==> src/rtl/ceespu_dmem_arbiter.sv <==
// ceespu_dmem_arbiter: shares the single-port data block RAM between the CPU
// data path and a DMA/loader requester.
// The CPU has priority. A DMA request denied for MAX_WAIT consecutive cycles is
// forced in, and the CPU is stalled for that cycle.
// Read data returns one cycle after the access and is steered to the port that
// issued the read.
//
// Ports
//   I_clk, I_rst          clock, synchronous active-high reset
//   I_cpu_*               CPU memory request from ceespu_execute (byte address)
//   O_cpu_stall           CPU access not performed this cycle
//   O_cpu_rdata           read data for the CPU (raw RAM output)
//   I_dma_*               DMA request, held with its fields until granted
//   O_dma_gnt             DMA access performed this cycle
//   O_dma_rvalid/rdata    DMA read return
//   O_mem_*, I_mem_rdata  block RAM port
module ceespu_dmem_arbiter #(
    parameter int unsigned ADDR_WIDTH = 12,
    parameter int unsigned MAX_WAIT   = 4
) (
    input  logic                  I_clk,
    input  logic                  I_rst,
    input  logic                  I_cpu_memE,
    input  logic                  I_cpu_write,
    input  logic [3:0]            I_cpu_memWe,
    input  logic [31:0]           I_cpu_addr,
    input  logic [31:0]           I_cpu_wdata,
    output logic                  O_cpu_stall,
    output logic [31:0]           O_cpu_rdata,
    input  logic                  I_dma_req,
    input  logic [3:0]            I_dma_we,
    input  logic [ADDR_WIDTH-1:0] I_dma_addr,
    input  logic [31:0]           I_dma_wdata,
    output logic                  O_dma_gnt,
    output logic                  O_dma_rvalid,
    output logic [31:0]           O_dma_rdata,
    output logic                  O_mem_en,
    output logic [3:0]            O_mem_we,
    output logic [ADDR_WIDTH-1:0] O_mem_addr,
    output logic [31:0]           O_mem_wdata,
    input  logic [31:0]           I_mem_rdata
);

    localparam logic [7:0] MAX_WAIT_C = 8'(MAX_WAIT);

    typedef enum logic [1:0] {
        OWN_NONE = 2'd0,
        OWN_CPU  = 2'd1,
        OWN_DMA  = 2'd2
    } owner_t;

    logic [7:0] wait_cnt;
    logic [7:0] wait_cnt_next;
    owner_t     rd_owner;
    owner_t     rd_owner_next;
    logic       force_dma;
    logic       dma_sel;
    logic       cpu_go;

    // Only the word-address bits of the CPU byte address reach the RAM.
    logic unused_addr_bits;
    assign unused_addr_bits = ^{I_cpu_addr[31:ADDR_WIDTH+2], I_cpu_addr[1:0]};

    // State registers: starvation counter and owner of the in-flight read.
    always_ff @(posedge I_clk) begin
        if (I_rst) begin
            wait_cnt <= 8'd0;
            rd_owner <= OWN_NONE;
        end else begin
            wait_cnt <= wait_cnt_next;
            rd_owner <= rd_owner_next;
        end
    end

    // Arbitration, RAM mux and next-state logic.
    always_comb begin
        force_dma     = 1'b0;
        dma_sel       = 1'b0;
        cpu_go        = 1'b0;
        O_dma_gnt     = 1'b0;
        O_cpu_stall   = 1'b0;
        O_mem_en      = 1'b0;
        O_mem_we      = 4'b0000;
        O_mem_addr    = I_cpu_addr[ADDR_WIDTH+1:2];
        O_mem_wdata   = I_cpu_wdata;
        wait_cnt_next = 8'd0;
        rd_owner_next = OWN_NONE;

        force_dma   = I_dma_req && (wait_cnt >= MAX_WAIT_C);
        // Reset masks both ports so nothing reaches the RAM while I_rst is high.
        dma_sel     = !I_rst && I_dma_req && (!I_cpu_memE || force_dma);
        cpu_go      = !I_rst && I_cpu_memE && !dma_sel;
        O_dma_gnt   = dma_sel;
        O_cpu_stall = I_cpu_memE && dma_sel;

        if (dma_sel) begin
            O_mem_en    = 1'b1;
            O_mem_we    = I_dma_we;
            O_mem_addr  = I_dma_addr;
            O_mem_wdata = I_dma_wdata;
        end else begin
            O_mem_en = cpu_go;
            // I_cpu_memWe is don't-care on loads; keep X strobes off the RAM.
            O_mem_we = (cpu_go && I_cpu_write) ? I_cpu_memWe : 4'b0000;
        end

        if (I_dma_req && !dma_sel) begin
            wait_cnt_next = (wait_cnt == 8'hFF) ? wait_cnt : wait_cnt + 8'd1;
        end

        if (dma_sel && (I_dma_we == 4'b0000)) begin
            rd_owner_next = OWN_DMA;
        end else if (cpu_go && !I_cpu_write) begin
            rd_owner_next = OWN_CPU;
        end
    end

    // Read return; a return pending across a reset is dropped.
    assign O_dma_rvalid = (rd_owner == OWN_DMA) && !I_rst;
    assign O_dma_rdata  = I_mem_rdata;
    assign O_cpu_rdata  = I_mem_rdata;

endmodule

==> config.mk <==
export PLATFORM = sky130hd
export DESIGN_NAME = ceespu_dmem_arbiter
export DESIGN_NICKNAME = d
export VERILOG_FILES = /design/src/rtl/ceespu_dmem_arbiter.sv
export SDC_FILE = /design/constraint.sdc
export NUM_CORES = 1
export LEC_CHECK = 0
export ABC_AREA = 1
export CAP_MARGIN = 20
export CORE_AREA = 2 2 104 106
export DETAILED_ROUTE_END_ITERATION = 6
export DIE_AREA = 0 0 106 108
export PLACE_DENSITY = 0.68
export SLEW_MARGIN = 20
export SYNTH_ARGS = -nofsm -noshare
export SYNTH_HDL_FRONTEND = slang
export SYNTH_SLANG_ARGS = --single-unit
export TNS_END_PERCENT = 20
==> constraint.sdc <==
create_clock -name I_clk -period 2.2 [get_ports I_clk]
set_input_delay 0.22 -clock I_clk [delete_from_list [all_inputs] [get_ports I_clk]]
set_output_delay 0.22 -clock I_clk [all_outputs]
set_load 0.03 [all_outputs]
Word level (Yosys, flattened, before mapping)

Index checks and enable logic that the tools add are counted.

Register bits: 10
Bits of input ports: 153
Word-level logic and storage cells: 34

$add $sub $neg: 1
$lt $le $gt $ge: 1
Eq/ne operators: 2
Mux-type cells: 7
Bitwise logic cells: 1
Reductions and logical operators: 19

Operator list:

| cell                  | number |
|---|---|
| $mux W32              | 1 |
| $mux W12              | 1 |
| $logic_and A1 B1 Y1   | 11 |
| $add A8 B1 Y8 const B | 1 |
| $eq A8 B8 Y1 const B  | 1 |
| $ge A8 B3 Y1 const B  | 1 |
| $mux W4               | 2 |
| $logic_not A1 Y1      | 4 |
| $logic_not A4 Y1      | 1 |
| $reduce_or A2 Y1      | 2 |
| $eq A2 B2 Y1 const B  | 1 |
| $mux W1               | 2 |
| $mux W2               | 1 |
| $logic_or A1 B1 Y1    | 1 |
| $not A1 Y1            | 1 |

Logic depth before layout (Yosys ltp)

Word-level depth: 9
Gate-level depth with buffers: 10
Gate-level depth less buffers: 8

Worst setup path after synthesis

No wires, ideal clock.

Kind: register to output
From: register wait_cnt[2]
To: output O_mem_addr[10]
Data arrival time: 1.249 ns
Data required time: 1.980 ns
Setup slack: 0.731 ns
Stages on the path, launching flop included: 10
Buffers on the path: 1
Path through: dfxtp_1 -> inv_1 -> nand2_1 -> nor2_1 -> nand2_1 -> nand2_2 -> inv_2 -> buf_2 -> nand2_1 -> nand2_1

Word-level cells in the longest chain between the ends: 5

RTL lines:

| element                | RTL line | RTL |
|---|---|---|
| start, declared        | 52       | `logic [7:0] wait_cnt;` |
| start signal, assigned | 70       | `wait_cnt <= wait_cnt_next;` |
| $ge A8 B3 Y1           | 89       | `force_dma = I_dma_req && (wait_cnt >= MAX_WAIT_C);` |
| $logic_and A1 B1 Y1    | 89       |  |
| $logic_or A1 B1 Y1     | 91       | `dma_sel = !I_rst && I_dma_req && (!I_cpu_memE \|\| force_dma);` |
| $logic_and A1 B1 Y1    | 91       |  |
| via O_dma_gnt          | 34       | `output logic O_dma_gnt,` |
| $mux W12               | 96       | `if (dma_sel) begin` |
| end, declared          | 39       | `output logic [ADDR_WIDTH-1:0] O_mem_addr,` |

The timed path passes the listed nets, and every way through them passes these cells.

Final worst setup path

From: input I_rst
To: output O_mem_en

Word-level cells in the longest chain between the ends: 6
Elaborated cells on any way between the ends: 7

RTL lines:

| element                          | RTL line | RTL |
|---|---|---|
| start, declared                  | 22       | `input logic I_rst,` |
| $logic_not A1 Y1 (*)             | 91, 92   |  |
| $logic_and A1 B1 Y1 (2 in a row) | 91       |  |
| $logic_not A1 Y1                 | 92       | `cpu_go = !I_rst && I_cpu_memE && !dma_sel;` |
| $logic_and A1 B1 Y1              | 92       |  |
| $mux W1 (*)                      | 96       |  |
| end, declared                    | 37       | `output logic O_mem_en,` |

Mark *: on every way between the ends. The rest lies on a longest branch, timed or not.

==> results.md <==
* Status: finished clean
* FF+latch area at between 200 and 250 um^2
* CP Capture Type: output pin
* Clock skew at 0.000145 ns
* Yosys cell types at 18
* Average wire per standard cell at 10.4 um
* CTS Buf Count at 3
* Post-CTS Setup Bufs at 0
* Top cell type by total area after synthesis: nand2_1
* Starting Density at 14.5%
* CTS Hold Bufs at 0
* GR Overflow Total at 0
* Core Region at 0.0102 mm^2
* Root buffer cell: clkbuf_8
* Share of layout cells above drive strength 1 at 16.8%
* Fmax at roughly 500 MHz
* Final Max Slew Viols at 0
* Footprint of the multi-input gates at 717 um^2
* Yosys warns at 0
* ANT cells at 0
* CTS tree: yes
* DR iter-0 viols at 68
* Largest net degree at the start of global routing at 31
* Placed insts at 490
* P_leak at roughly 1.3 nW
* Power Dens Cells at about 380 mW/mm^2
* DP HPWL at around 4.5 mm
* Non-filler cells, final at 494
* I/O pins at 269
* Most frequent cell after synthesis: nand2_1
* Number of buffers added on ports at ~150
* Layout overhead on the synthesized area at 80.0%
* Clk Latency, worst-skew pair at about 0.23 ns
* Flops & latches, synth at 10
* RSZ-0062 raised after global routing: false
* Largest cells by area after synthesis: nand2_1 37%, buf_4 32%, dfxtp_1 14%
* Worst-path fanout max at 5
* First drt pass iteration count at 4
* Vias in the first global route at 1,721
* Post-route ant nets at 0
* Fillers at 1,145
* Die Y-Extent at 108 um
* Post-synth EDFFs at 0
* Final setup vio count at 0
* Post-layout util at between 20% and 30%
* CP arrival at 1.78 ns
* Critical Path Source: I_rst
* WP data required at 1.98 ns
* Top cell type's share of synthesized area at 36.7%
* Final Hold Viols at 0
* Register area share after synthesis at 13.5%
* Worst Hold Launch: I_mem_rdata[21]
* Post-Synthesis Cells at 268
* Initial antenna violation count at 0
* RR Startpoint: wait_cnt[2]$_SDFFE_PP0P_
* TNS Setup at 0 ns
* Startpoint types: primary input
* Post-CTS sizing at 0
* DRC violations left at 0
* Final worst-path cycle share at about nine tenths
* CTS H-tree depth at 1
* Avg Inst Size Synth at 5.53 um^2
* Peak supply drop at 0.000246 V
* Std cell rows at 37
* First-pass GRT wire length at approximately 7.3 mm
* Minimum clock period at 2.00 ns
* Post-synth top flop: dfxtp_1
* Maxcap violations at 0
* Crit path kind: primary input to output pin
* Via count at 1,799
* GPL Wtd Cong at 0.727
* Hold Path Class: primary input to output pin
* Overall routing resource usage at roughly 7.7%
* DRT Wirelength at 5.15 mm
* Syn Std Cell Area at 0.00148 mm^2
* Final nets at around 510
* CTS sink cnt at 10
* Commonest cells in the netlist: 145 x nand2_1, 64 x buf_4, 13 x nor2_1
* DIE AREA at 0.0114 mm^2
* Vias per cell at approximately 3.6
* Ys async rst share at 0%
* Maximum clock path buffer count at 2
* Die X-Extent at 106 um
stage by stage:
stage,total power [W],setup slack [ns],cell area (um^2),hold slack [ns]
2_1_floorplan,0.000671,0.731,1500,0.292
3_3_place_gp,0.000786,0.217,2610,0.440
3_5_place_dp,0.000792,0.183,2610,0.440
4_1_cts,0.00102,0.184,2670,0.440
5_1_grt,0.00107,0.0823,2670,0.440
6_report,0.00101,0.198,2670,0.440
sequential cells by signal, indices dropped and copies added (netlist names):
signal / cells
wait_cnt: 8
rd_owner: 2
worst max-delay path: stages:
cell             delay, ns
clkdlybuf4s50_1       0.47
nor2_1                0.19
nand2_2               0.12
o21ai_0               0.09
clkdlybuf4s50_1       0.69
report_power, final:
group	internal, W	switching, W
Sequential	0.000188	0.00000280
Clock	0.000157	0.0000646
Combinational	0.000303	0.000292
area by class of cell:
type	instances	area share, %
Sequential cell	10	7.50
Multi-Input combinational cell	178	26.9
Tap cell	136	6.38
Timing Repair Buffer	156	55.8
Inverter	10	1.41
Clock buffer	4	2.06
layer usage:
| layer | part of all wire (%) | GRT usage [%] | up-vias |
|---|---|---|---|
| li1 | - | - | 911 |
| met4 | 1.9 | 3.10 | 0 |
| met2 | 52 | 15.5 | 120 |
| met3 | 11 | 2.29 | 17 |
| met1 | 35 | 7.14 | 751 |
| met5 | 0 | 0 | - |
placed cells by master, fill, tap and decap left out:
cell             netlist  routed
nor2_1                13      13
ha_1                   2       2
nand4_1                5       5
buf_4                 64      49
o21ai_0                1       1
xor2_1                 1       1
dfxtp_1               10      10
conb_1                 1       5
or3_1                  1       1
nor3b_1                1       1
nand2_1              145     145
clkbuf_8               0       4
clkdlybuf4s50_1        0     102
nand3_1                2       2
inv_1                  9       9
nand2_2                1       1
nor3_1                 1       1
buf_12                 0       5
inv_2                  1       1
worst paths after layout:
check,endpoint,slack (ns),cells after the start
worst max-delay path,O_mem_en,0.20,5
worst min-delay path,O_dma_rdata[21],0.44,0
worst max register to register,rd_owner[0]$_SDFF_PP0_,0.93,8
worst min register to register,wait_cnt[0]$_SDFFE_PP0P_,0.56,3
cells by family after synthesis:
family                     after synthesis  share of synthesized area, %
and+or+nand+nor                        169                          44.5
other                                    1                         0.253
DFF                                     10                          13.5
AOI/OAI and AO/OA                        1                         0.337
xor gates and xnor gates                 1                         0.591
adders and majority gates                2                          1.69
buffers and inverters                   84                          39.2
(Power assumes the default switching activity.)
